[src/rtl/spram_arb_pkg.sv]
// Shared types and helpers for the single-port RAM arbiter.
package spram_arb_pkg;

    localparam int MAX_REQ = 16;

    typedef logic [$clog2(MAX_REQ)-1:0] req_id_t;

    // Encode a one-hot (or zero) vector into the index of its set bit.
    function automatic req_id_t onehot_to_idx(input logic [MAX_REQ-1:0] oh);
        req_id_t idx;
        idx = '0;
        for (int i = 0; i < MAX_REQ; i++) begin
            if (oh[i]) idx = idx | req_id_t'(i);
        end
        return idx;
    endfunction

endpackage

[src/rtl/spram_arbiter_rr_arbiter.sv]
// Grant selection for the RAM arbiter. Round-robin with a rotating pointer
// when SPRAM_ARB_RR_EN is defined, otherwise fixed lowest-index priority.
module rr_arbiter
    import spram_arb_pkg::*;
#(
    parameter int NUM_REQ = 4
) (
    input  logic               clk,
    input  logic               rst_n,
    input  logic [NUM_REQ-1:0] i_req,
    input  logic               i_advance,
    output logic [NUM_REQ-1:0] o_gnt
);

`ifdef SPRAM_ARB_RR_EN
    localparam int PTR_W = (NUM_REQ > 1) ? $clog2(NUM_REQ) : 1;

    logic [PTR_W-1:0]   r_ptr;
    logic               w_found;
    logic [MAX_REQ-1:0] w_gnt_ext;
    req_id_t            w_gnt_idx;

    // First requester at or above ptr wins; otherwise first one below ptr.
    always_comb begin
        o_gnt   = '0;
        w_found = 1'b0;
        for (int i = 0; i < NUM_REQ; i++) begin
            if (!w_found && i_req[i] && i >= int'(r_ptr)) begin
                o_gnt[i] = 1'b1;
                w_found  = 1'b1;
            end
        end
        for (int i = 0; i < NUM_REQ; i++) begin
            if (!w_found && i_req[i] && i < int'(r_ptr)) begin
                o_gnt[i] = 1'b1;
                w_found  = 1'b1;
            end
        end
        w_gnt_ext              = '0;
        w_gnt_ext[NUM_REQ-1:0] = o_gnt;
        w_gnt_idx              = onehot_to_idx(w_gnt_ext);
    end

    // Pointer moves just past the winner; idle cycles leave it alone.
    always_ff @(posedge clk or negedge rst_n) begin
        if (!rst_n) begin
            r_ptr <= '0;
        end else if (i_advance) begin
            if (int'(w_gnt_idx) == NUM_REQ - 1) r_ptr <= '0;
            else                                r_ptr <= PTR_W'(int'(w_gnt_idx) + 1);
        end
    end
`else
    logic w_found;
    wire  w_unused = &{1'b0, clk, rst_n, i_advance};

    // Lowest-index requester wins.
    always_comb begin
        o_gnt   = '0;
        w_found = 1'b0;
        for (int i = 0; i < NUM_REQ; i++) begin
            if (!w_found && i_req[i]) begin
                o_gnt[i] = 1'b1;
                w_found  = 1'b1;
            end
        end
    end
`endif

endmodule

[src/rtl/spram_arbiter.sv]
// Shares one single-port RAM (1-cycle registered read) among NUM_REQ
// requesters. Issue is combinational in the grant cycle; read data comes
// back one cycle later tagged with a one-hot requester id.
// Build option: SPRAM_ARB_RR_EN selects round-robin instead of fixed priority.
module spram_arbiter
    import spram_arb_pkg::*;
#(
    parameter int NUM_REQ    = 4,
    parameter int DATA_WIDTH = 8,
    parameter int ADDR_WIDTH = 4
) (
    input  logic                          clk,
    input  logic                          rst_n,
    input  logic [NUM_REQ-1:0]            req_valid,
    output logic [NUM_REQ-1:0]            req_ready,
    input  logic [NUM_REQ-1:0]            req_we,
    input  logic [NUM_REQ*ADDR_WIDTH-1:0] req_addr,
    input  logic [NUM_REQ*DATA_WIDTH-1:0] req_wdata,
    output logic [NUM_REQ-1:0]            rsp_valid,
    output logic [DATA_WIDTH-1:0]         rsp_data,
    output logic                          mem_ena,
    output logic                          mem_wea,
    output logic [ADDR_WIDTH-1:0]         mem_addr,
    output logic [DATA_WIDTH-1:0]         mem_din,
    input  logic [DATA_WIDTH-1:0]         mem_dout
);

    logic [NUM_REQ-1:0] w_arb_gnt;
    logic               w_advance;
    logic [NUM_REQ-1:0] r_rsp_vld;

    rr_arbiter #(.NUM_REQ(NUM_REQ)) u_arb (
        .clk       (clk),
        .rst_n     (rst_n),
        .i_req     (req_valid),
        .i_advance (w_advance),
        .o_gnt     (w_arb_gnt)
    );

    // Grant is suppressed while reset is held; RAM port follows the winner.
    always_comb begin
        req_ready = w_arb_gnt & {NUM_REQ{rst_n}};
        w_advance = |req_ready;
        mem_ena   = |req_ready;
        mem_wea   = 1'b0;
        mem_addr  = '0;
        mem_din   = '0;
        for (int i = 0; i < NUM_REQ; i++) begin
            if (req_ready[i]) begin
                mem_wea  = mem_wea  | req_we[i];
                mem_addr = mem_addr | req_addr[i*ADDR_WIDTH +: ADDR_WIDTH];
                mem_din  = mem_din  | req_wdata[i*DATA_WIDTH +: DATA_WIDTH];
            end
        end
    end

    // One-hot id of the read issued last cycle; reset drops it.
    always_ff @(posedge clk or negedge rst_n) begin
        if (!rst_n) r_rsp_vld <= '0;
        else        r_rsp_vld <= req_ready & ~req_we;
    end

    // Read data is only presented alongside a response.
    always_comb begin
        rsp_valid = r_rsp_vld;
        rsp_data  = (|r_rsp_vld) ? mem_dout : '0;
    end

endmodule

[config.mk]
export PLATFORM = sky130hd
export DESIGN_NAME = spram_arbiter
export DESIGN_NICKNAME = d
export VERILOG_FILES = /design/src/rtl/spram_arb_pkg.sv /design/src/rtl/spram_arbiter_rr_arbiter.sv /design/src/rtl/spram_arbiter.sv
export SDC_FILE = /design/constraint.sdc
export NUM_CORES = 1
export LEC_CHECK = 0
export CORE_ASPECT_RATIO = 1.2
export CORE_MARGIN = 5
export CORE_UTILIZATION = 22
export DETAILED_ROUTE_END_ITERATION = 7
export PLACE_DENSITY_LB_ADDON = 0.12
export SLEW_MARGIN = 10
export SYNTH_ARGS = -nofsm -noshare
export SYNTH_HDL_FRONTEND = slang
export SYNTH_HIERARCHICAL = 1
export SYNTH_SLANG_ARGS = --single-unit
[constraint.sdc]
create_clock -name clk -period 1.58 [get_ports clk]
set_input_delay 0.237 -clock clk [delete_from_list [all_inputs] [get_ports clk]]
set_output_delay 0.237 -clock clk [all_outputs]
set_load 0.05 [all_outputs]
==> run_results.csv <==
group,metric,value,unit
run_status,status,"complete, but fails checks",
run_status,violations,"setup timing",
layout,syn_to_final_growth,267,%
clocking,cts_sinks,4,
detailed_routing,ant_nets,0,
clocking,cts_made_buffers,3,
sta,drv_slew,0,
place,pre_cts_slack,-0.577,ns
synthesis,synth.distinct_cells,13,
hold_path,hp-class,"primary input to register",
synthesis,netlist_area,587,µm²
sta,max_freq,581,MHz
clocking,cts.clk_slew.worst_paths,0.04,ns
hold_path,hold_start,"req_we[0]",
clocking,cts.htree.levels,1,
grt,grt_max_degree,14,
clocking,tritoncts,"yes",
sta,period_needed,1.72,ns
sta,setup-violations-final,16,
synthesis,synth_nets,136,
detailed_routing,drt_iter0_drc,16,
synthesis,synth-async-reset-ratio,100,%
synthesis,synth_top_area_share,33.3,%
grt,grt_busiest_layer,"met2",
layout,drive_above_1_share,52.8,%
synthesis,synth_edf_count,0,
layout,n_antenna_cell,0,
run,max_cap_viol_count,0,
grt,grt.met2_usage,37.9,%
synthesis,yosys_warnings,6,
layout,largest_register_ff_count,4,
detailed_routing,routed_wl,4000,µm
detailed_routing,via_per_inst,5.04,
grt,grt_pass1_wl,5710,µm
sta,hold_viol,0,
place,gp_congestion,0.826,
sta,fin_setup_tns,-1.27,ns
layout,nNetsFinal,246,
place,dp_hpwl,3030,µm
power_and_ir_drop,cellLeakagePower,0.871,nW
synthesis,ys_seq_area_share,17.1,%
synthesis,synth.most_common_cell,"a22oi_1",
power_and_ir_drop,ir_drop,0.000379,V
grt,grt_antenna_before_repair,0,
grt,grt_overflow,0,
grt,grtUsageMet1,18.9,%
synthesis,synth_common_cells,"a22oi_1, a21boi_1, nor2b_1",
clocking,clk_path_buf_depth,2,
detailed_routing,dr.pass1.iters,4,
synthesis,synthTopCellsByArea,"a22oi_1, dfrtp_1, a21boi_1, nor2b_1, nor4_4",
floorplanning,die_width,57.1,µm
worst_setup_path,crit_type,"register to output port",
synthesis,ys_ff_latch,4,
sta,rsz0062_at_grt,"yes",
grt,grt_usage,19.6,%
floorplanning,initial_core_util,23.0,%
synthesis,syn_inst,70,
sta,period_share,109,%
worst_setup_path,crit_required,1.34,ns
worst_setup_path,cp-end-kind,"output port",
grt,grt_util_met3,6.40,%
sta,worstMarginPinSlew,0.371,ns
power_and_ir_drop,p_per_area,432,nW/µm²
synthesis,synthFlopType,"dfrtp_1",
detailed_routing,dr_total_vias,1063,
worst_setup_path,critPathLaunchType,"register",
synthesis,syn_area_per_cell,8.38,µm²
place,io_buffers,95,
synthesis,yosys.area.top_type,"a22oi_1",
detailed_routing,drcViolationCount,0,
floorplanning,rows,20,
floorplanning,die_h,66.6,µm
hold_path,hold_depth,2,
floorplanning,die_area,3800,µm²
grt,grt_pass1_vias,1193,
clocking,clk_root_buffer_cell,"clkbuf_4",
sta,setup_slack,-0.143,ns
worst_setup_path,path_max_fanout,8,
floorplanning,coreArea,2550,µm²
hold_path,min_to,"rsp_valid[0]$_DFF_PN0_",
sta,maxSlewHeadroom,75.1,%
detailed_routing,wl_per_cell,18.9,µm
floorplanning,ios,96,
worst_setup_path,cp.arrival,1.49,ns
==> cell families after synthesis <==
logic type	after synthesis	share of synthesized area, %
AO/OA/AOI/OAI	39	49.9
AND/OR/NAND/NOR	21	28.4
buffers and inverters	6	4.69
flip-flops	4	17.1
==> metrics by stage <==
step	std cells	area (µm²)	power [mW]	hold slack [ns]	utilization, %
finish	211	2150	0.930	0.567	84.4
CTS	211	2060	0.901	0.566	80.8
detailed placement	204	1930	0.743	0.716	75.6
floorplan	70	731	0.386	-0.0586	-
global placement	204	1930	0.732	0.708	75.6
global route	211	2150	0.971	0.562	84.4
==> per-layer routing <==
metal / vias to the layer above / part of all wire [%]
met5: - / 0
met1: 491 / 32
met3: 8 / 10
met2: 69 / 55
met4: 0 / 1.9
li1: 495 / -
==> layout by cell type, fill, tap and decap left out <==
cell type,instances
buf_12,18
nor4b_4,1
a21boi_2,3
and2_4,2
dfrtp_1,4
buf_4,17
nor3b_2,1
a21boi_4,10
clkdlybuf4s50_1,60
buf_2,1
nor2b_1,5
clkbuf_4,3
dlygate4sd3_1,1
a22oi_2,13
and2_2,1
or4_4,1
nor4_4,1
buf_6,10
buf_8,4
nor2b_4,6
and2_1,1
a22oi_1,13
nor2b_2,2
==> where the power goes <==
part           internal, mW  switching (mW)  leakage (nW)
Combinational         0.379           0.313         0.802
Sequential            0.105         0.00320        0.0549
Clock                0.0851          0.0442        0.0138
==> final cells by class <==
cell class                 instances  area (µm²)
clock buffer                       3        22.5
fill                             153         399
multi-input combinational         60         713
sequential                         4         100
tap                               33        41.3
timing repair buffer             111        1280
==> how the worst max path moves through the flow <==
| stage | end | cells after the start | start | slack [ns] |
|---|---|---|---|---|
| global placement | mem_din[1] | 6 | req_valid[0] | -0.52 |
| global route | rsp_data[6] | 4 | rsp_valid[1]$_DFF_PN0_ | -0.21 |
| CTS | mem_wea | 6 | req_valid[1] | -0.04 |
| finish | rsp_data[6] | 4 | rsp_valid[1]$_DFF_PN0_ | -0.14 |
| detailed placement | mem_din[1] | 6 | req_valid[0] | -0.58 |
| floorplan | rsp_data[0] | 2 | rsp_valid[1]$_DFF_PN0_ | -0.17 |
==> critical path: stages, from the launching register on <==
cell and delay, ns:
dfrtp_1 0.42, nor4_4 0.37, buf_6 0.24, nor2b_2 0.06, buf_6 0.15
==> repair_timing <==
action,CTS,global route
setup buffers,2,0
hold endpoints to repair,4,0
cloned,1,0
gates resized for setup,42,25
setup endpoints to repair,26,22
hold buffers,1,0
pin swaps,18,7
Power figures use the tool's default switching activity.
